===== config.mk =====
export PLATFORM = sky130hd
export DESIGN_NAME = pipeline_stall_controller
export DESIGN_NICKNAME = d
export VERILOG_FILES = /design/src/rtl/pipeline_stall_controller.sv
export SDC_FILE = /design/constraint.sdc
export NUM_CORES = 1
export LEC_CHECK = 0
export CORE_AREA = 10 10 47 49
export DETAILED_ROUTE_END_ITERATION = 6
export DIE_AREA = 0 0 57 59
export PLACE_DENSITY = 0.57
export SLEW_MARGIN = 20
export SYNTH_ARGS = -nofsm -noshare
export SYNTH_HDL_FRONTEND = slang
export SYNTH_SLANG_ARGS = --single-unit

===== constraint.sdc =====
create_clock -name clk -period 1.45 [get_ports clk]
set_clock_uncertainty 0.05 [all_clocks]
set_input_delay 0.29 -clock clk [delete_from_list [all_inputs] [get_ports clk]]
set_output_delay 0.29 -clock clk [all_outputs]
set_load 0.02 [all_outputs]

===== src/rtl/pipeline_stall_controller.sv =====
// Pipeline hazard/stall controller: sequences load-use stalls, branch flushes, LM/SM busy and halt.
// Optional saturating STALL/FLUSH cycle counters are enabled with `define STALL_PERF_CNT_EN.
module pipeline_stall_controller #(
  parameter int unsigned FLUSH_CYCLES = 2,
  parameter int unsigned CNT_W        = 16
) (
  input  logic             clk,
  input  logic             rst,
  input  logic             should_stall,
  input  logic             branch_taken_ex,
  input  logic             multi_busy,
  input  logic             halt_rr,
  output logic             pc_we,
  output logic             if_id_we,
  output logic             if_id_flush,
  output logic             id_rr_we,
  output logic             id_rr_bubble,
  output logic             rr_ex_flush,
  output logic [1:0]       state
`ifdef STALL_PERF_CNT_EN
  ,
  output logic [CNT_W-1:0] stall_cycles,
  output logic [CNT_W-1:0] flush_cycles
`endif
);

  localparam logic [1:0] StRun   = 2'b00;
  localparam logic [1:0] StStall = 2'b01;
  localparam logic [1:0] StFlush = 2'b10;
  localparam logic [1:0] StHalt  = 2'b11;

  // The branch cycle is itself the first bubble, so FLUSH lasts FLUSH_CYCLES-1 cycles.
  localparam logic [2:0] FlushLoad = 3'(FLUSH_CYCLES - 1);

  logic [1:0] state_q, state_d;
  logic [2:0] flush_cnt_q, flush_cnt_d;

  always_comb begin
    pc_we        = 1'b0;
    if_id_we     = 1'b0;
    if_id_flush  = 1'b0;
    id_rr_we     = 1'b0;
    id_rr_bubble = 1'b0;
    rr_ex_flush  = 1'b0;
    state_d      = state_q;
    flush_cnt_d  = flush_cnt_q;

    if (rst) begin
      state_d     = StRun;
      flush_cnt_d = '0;
    end else if (state_q == StHalt) begin
      state_d = StHalt;
    end else if (branch_taken_ex) begin
      pc_we        = 1'b1;
      if_id_we     = 1'b1;
      if_id_flush  = 1'b1;
      id_rr_we     = 1'b1;
      id_rr_bubble = 1'b1;
      rr_ex_flush  = 1'b1;
      flush_cnt_d  = FlushLoad;
      state_d      = (FLUSH_CYCLES > 1) ? StFlush : StRun;
    end else if (state_q == StFlush) begin
      pc_we        = 1'b1;
      if_id_we     = 1'b1;
      id_rr_we     = 1'b1;
      id_rr_bubble = 1'b1;
      if (flush_cnt_q > 3'd1) begin
        flush_cnt_d = flush_cnt_q - 3'd1;
        state_d     = StFlush;
      end else begin
        flush_cnt_d = '0;
        state_d     = StRun;
      end
    end else if (halt_rr) begin
      // Freeze the front end; the halt instruction parks in RR.
      state_d = StHalt;
    end else if (should_stall) begin
      id_rr_we     = 1'b1;
      id_rr_bubble = 1'b1;
      state_d      = StStall;
    end else if (multi_busy) begin
      id_rr_we = 1'b1;
      state_d  = StRun;
    end else begin
      pc_we    = 1'b1;
      if_id_we = 1'b1;
      id_rr_we = 1'b1;
      state_d  = StRun;
    end
  end

  always_ff @(posedge clk) begin
    if (rst) begin
      state_q     <= StRun;
      flush_cnt_q <= '0;
    end else begin
      state_q     <= state_d;
      flush_cnt_q <= flush_cnt_d;
    end
  end

  assign state = state_q;

`ifdef STALL_PERF_CNT_EN
  logic [CNT_W-1:0] stall_cnt_q;
  logic [CNT_W-1:0] flush_perf_q;

  always_ff @(posedge clk) begin
    if (rst) begin
      stall_cnt_q  <= '0;
      flush_perf_q <= '0;
    end else begin
      if (state_q == StStall && stall_cnt_q != '1) begin
        stall_cnt_q <= stall_cnt_q + 1'b1;
      end
      if (state_q == StFlush && flush_perf_q != '1) begin
        flush_perf_q <= flush_perf_q + 1'b1;
      end
    end
  end

  assign stall_cycles = stall_cnt_q;
  assign flush_cycles = flush_perf_q;
`endif

endmodule

==> out/qor.csv, run 1 <==
metric;value;unit
antenna fix cells;0;
WS Path Type;reg -> out;
Setup crit start kind;register;
vias in the first global route;382;
WL/cell;12.5;um
Clock Power Share;36.7;%
f_max;0.704;GHz
Net Count, Synth;48;
dpl hpwl;765;um
Layout Nets;73;
H-Tree Depth;1;
Fin Setup TNS;0;ns
internal power;322;uW
fraction of power spent switching nets;31.6;%
static leakage;0.244;nW
Pwr Density;837;nW/um2
cts hold-fix bufs;0;
Post-Place Cell Area;546;um2
status;finished clean;
crit share post-route;97.9;%
commonest non-fill, non-tap cell in the layout;buf_4;
CTS tree;yes;
Core ar.;1400;um2
Rel. slew slack;85.9;%
initial core utilization;22.7;%
CTS Root Cell;clkbuf_4;
TritonCTS buffer count;3;
fillers;150;
most frequent cells in the layout;12 x buf_4, 5 x a21oi_1, 5 x buf_2;
final instance area;563;um2
Ports;14;
clk slew on worst S/H paths;0.05;ns
initial antenna violation count;0;
critical path arrival;1.08;ns
Max Buffers Root-to-Sink;2;
RSZ-0062 raised after global routing;true;
total power;471;uW
first-pass GRT wire length;1710;um
synthesized area per cell;7.75;um2
Clock Latency Late Sink;0.25;ns
initial drt markers;8;
Finish-stage setup viols;0;
Post-Syn Area;318;um2
total grt overflow;0;
layout cells sized above 1;50.8;%
Unique masters post-synth;20;
Slew Viols, Final;0;
Total Wirelength;1010;um
power share of the sequential group;32.4;%
maxcap violations;0;
slack of the critical path;0.0301;ns
Hold Vio Cnt, Final;0;
Util after Layout;40.2;%
sequential area share after synthesis;31.5;%
Core Rows;14;
crit end category;output pin;
WHS;0.421;ns
Pre-antenna DRT Iters;2;
Sink Count;5;
Finished Layout Cells;81;
R2R Setup Slk;0.07;ns
CP required;1.11;ns
slew of the pin with the lowest slew margin;0.212;ns
VDD IR max;0.477;mV
Reg2Reg Depth;4;
min Tclk post-route;1.42;ns
DR vias;391;
Yosys reg bits;5;
HP Class;in -> reg;
Min-Delay Path Depth;3;
GPL Wtd Cong;0.742;
dpl ws;-0.775;ns
synthesized instance count;41;
largest net degree at the start of global routing;9;
Tot GR Track Use;6.33;%
Net Sw Power;149;uW
Die W;57;um
Comb power frac;31.0;%
Die Y;59;um
Yosys warning count;0;
Via density;4.83;
CP max FO;4;
die area;3360;um2
Area Overhead vs Synth;77.2;%
post-route ant nets;0;
DRC viols;0;
Placed Cells;77;
Buffers on Ports;13;
-- per-layer routing --
layer	GRT usage (%)	vias to the layer above	share of wire, %
li1	-	195	-
met4	5.03	0	2.9
met1	8.15	175	52
met2	7.91	16	37
met3	2.58	5	8.3
met5	0	-	0
-- repair_timing --
item	in CTS	in global routing
hold endpoints to repair	0	0
endpoints found under the setup margin	8	5
resized for setup	49	4
pin swaps	2	1
buffers inserted	0	0
-- worst max-delay path, cell delays in order (launching register included) --
cell and delay [ns]:
dfxtp_2 0.35, nand2_2 0.10, nand2b_4 0.09, a21oi_1 0.13, buf_4 0.16
-- kinds of logic (layout without fill, tap and decap cells) --
kind of cell / after synthesis / count (layout) / share of synthesized area (%)
simple gates: 16 / 16 / 27.6
compound gates: 12 / 12 / 21.7
fa+ha+maj: 1 / 1 / 3.94
buf+inv: 6 / 30 / 11.8
flops: 5 / 5 / 31.5
mux: 1 / 1 / 3.54
-- cell usage after synthesis (all sizes together) --
cell type / n / area share (%)
or4b: 1 / 3.1
nand2b: 2 / 3.9
mux2: 1 / 3.5
or3: 1 / 2.0
a31oi: 1 / 2.0
ha: 1 / 3.9
nor2b: 1 / 2.0
nand2: 2 / 2.4
nand4: 1 / 2.0
or2: 1 / 2.0
a221oi: 2 / 5.5
a21oi: 6 / 9.4
inv: 3 / 3.5
dfxtp: 5 / 31
o21ai: 3 / 4.7
nand3b: 1 / 2.4
buf: 3 / 8.3
nand3: 2 / 3.1
nor2: 4 / 4.7
-- sequential cells by signal, indices dropped and copies added, names as in the netlist --
signal	cells
state	2
flush_cnt_q	3
-- final timing paths --
kind                  start              to
min reg2reg  flush_cnt_q[1]  flush_cnt_q[2]
max reg2reg  flush_cnt_q[1]  flush_cnt_q[1]
min                     rst        state[1]
max                state[1]    id_rr_bubble
-- cell type report --
| class | count | area [um2] | share of cell area, % |
|---|---|---|---|
| inverter | 3 | 11.3 | 2.00 |
| clock buffer | 4 | 26.3 | 4.67 |
| tap | 16 | 20.0 | 3.56 |
| multi-input combinational | 30 | 228 | 40.4 |
| timing repair buffer | 23 | 176 | 31.3 |
| sequential | 5 | 101 | 18.0 |
-- power by group through the flow --
stage | Clock [mW] | Combinational [mW] | Sequential, mW
after floorplan | 0 | 0.0755 | 0.157
after global placement | 0 | 0.153 | 0.152
after detailed placement | 0 | 0.154 | 0.153
after CTS | 0.181 | 0.143 | 0.152
after global routing | 0.179 | 0.160 | 0.153
final | 0.173 | 0.146 | 0.153
Note: power is estimated with default switching activity, not from simulation.
==> run 2, diff against run 1 <==
- clock period: 1.45 -> 1.7 ns (I/O delays scaled with it)
==> out/qor.csv, run 2 (synthesized netlist as in run 1, its figures left out) <==
metric;value;unit
first-pass GRT wire length;1700;um
HP Class;reg -> reg;
min Tclk post-route;1.65;ns
Finish-stage setup viols;0;
Hold Vio Cnt, Final;0;
critical path arrival;1.26;ns
Core ar.;1400;um2
Register Area;100;um2
CTS tree;yes;
GR Util met3;6.87;%
met1 global-route usage;6.41;%
WL/cell;12.3;um
VDD IR max;0.431;mV
RSZ-0062 raised after global routing;false;
fraction of power spent switching nets;30.4;%
Die Y;59;um
most frequent cells in the layout;14 x buf_4, 5 x a21oi_1, 5 x dfxtp_1, 5 x dlygate4sd2_1;
Most flops, register;flush_cnt_q;
CTS Root Cell;clkbuf_4;
GR peak layer;met2;
Layout Nets;74;
H-Tree Depth;1;
fillers;159;
WS Path Type;in -> out;
Tot GR Track Use;6.35;%
initial drt markers;1;
internal power;276;uW
maxcap violations;0;
Total Wirelength;1010;um
die area;3360;um2
Die W;57;um
status;finished clean;
f_max;0.608;GHz
crit end category;output pin;
Placed Cells;78;
Core Rows;14;
crit share post-route;96.8;%
power share of the sequential group;32.2;%
Max Buffers Root-to-Sink;2;
vias in the first global route;427;
CP required;1.31;ns
total power;397;uW
WHS;0.471;ns
Via density;4.67;
commonest non-fill, non-tap cell in the layout;buf_4;
Buffers on Ports;13;
TritonCTS buffer count;3;
Setup crit start kind;input pin;
Comb power frac;31.4;%
Pwr Density;708;nW/um2
Sink Count;5;
Clock Power Share;36.4;%
initial antenna violation count;0;
antenna fix cells;0;
largest net degree at the start of global routing;7;
Util after Layout;40.0;%
DRC viols;0;
static leakage;0.253;nW
Clock Latency Late Sink;0.25;ns
clk slew on worst S/H paths;0.05;ns
Slew Viols, Final;0;
post-route ant nets;0;
met2 track demand over resource;8.99;%
DR vias;383;
CP max FO;2;
Finished Layout Cells;82;
total grt overflow;0;
Setup Fix Bufs, Post-CTS;0;
layout cells sized above 1;39.4;%
Pre-antenna DRT Iters;4;
Ports;14;
Largest register FFs;3;
initial core utilization;22.7;%
final instance area;561;um2
Area Overhead vs Synth;76.4;%
cts hold-fix bufs;0;
dpl hpwl;764;um
slew of the pin with the lowest slew margin;0.219;ns
Rel. slew slack;85.4;%
Post-Place Cell Area;528;um2
Net Sw Power;121;uW
GPL Wtd Cong;0.714;
area of the multi-input gates;206;um2
run 2: cell count changes in the layout (fill, tap and decap cells not counted), sizes merged:
| cell | delta |
|---|---|
| buf | -2 |
| clkdlybuf4s15 | -1 |
| clkdlybuf4s50 | +1 |
| dlygate4sd2 | +3 |
run 2: critical path: stages:
cell	delay [ns]
dlygate4sd2_1	0.23
or3_4	0.37
a21oi_4	0.18
buf_6	0.14
run 2: final cells by class:
type                            count  share of cell area (%)
Clock buffer                        4                    4.69
Inverter                            3                    2.01
Multi-Input combinational cell     30                    36.8
Sequential cell                     5                    17.9
Tap cell                           16                    3.57
Timing Repair Buffer               24                    35.0
run 2: metrics by stage:
stage               setup slack (ns)  setup TNS (ns)
finish                        0.0546               0
detailed placement            -0.618           -3.16
floorplan                     0.0505               0
global placement              -0.609           -3.21
global route                  0.0236               0
CTS                          0.00223               0
run 2: timing repair:
| item | in CTS | in global routing |
|---|---|---|
| pin swaps | 2 | 2 |
| setup endpoints to repair | 8 | 6 |
| gates resized for setup | 36 | 7 |
run 2: path summary, 6_finish.rpt:
| check | start | endpoint | slack (ns) | cells after the start |
|---|---|---|---|---|
| max | multi_busy | if_id_we | 0.05 | 4 |
| min | flush_cnt_q[1] | flush_cnt_q[1] | 0.47 | 2 |
| max reg2reg | flush_cnt_q[1] | flush_cnt_q[1] | 0.34 | 4 |
| min reg2reg | flush_cnt_q[1] | flush_cnt_q[1] | 0.47 | 2 |
run 2: metal layers:
metal / wire length (um) / vias to the layer above
met3: 152 / 0
met2: 403 / 20
met4: 0 / 0
li1: - / 194
met1: 450 / 169
met5: 0 / -
run 2: power groups by stage:
| stage | Combinational [mW] | Sequential (mW) | Clock, mW |
|---|---|---|---|
| detailed placement | 0.126 | 0.130 | 0 |
| global route | 0.136 | 0.129 | 0.159 |
| global placement | 0.127 | 0.130 | 0 |
| floorplan | 0.0568 | 0.134 | 0 |
| CTS | 0.120 | 0.128 | 0.150 |
| finish | 0.125 | 0.128 | 0.145 |
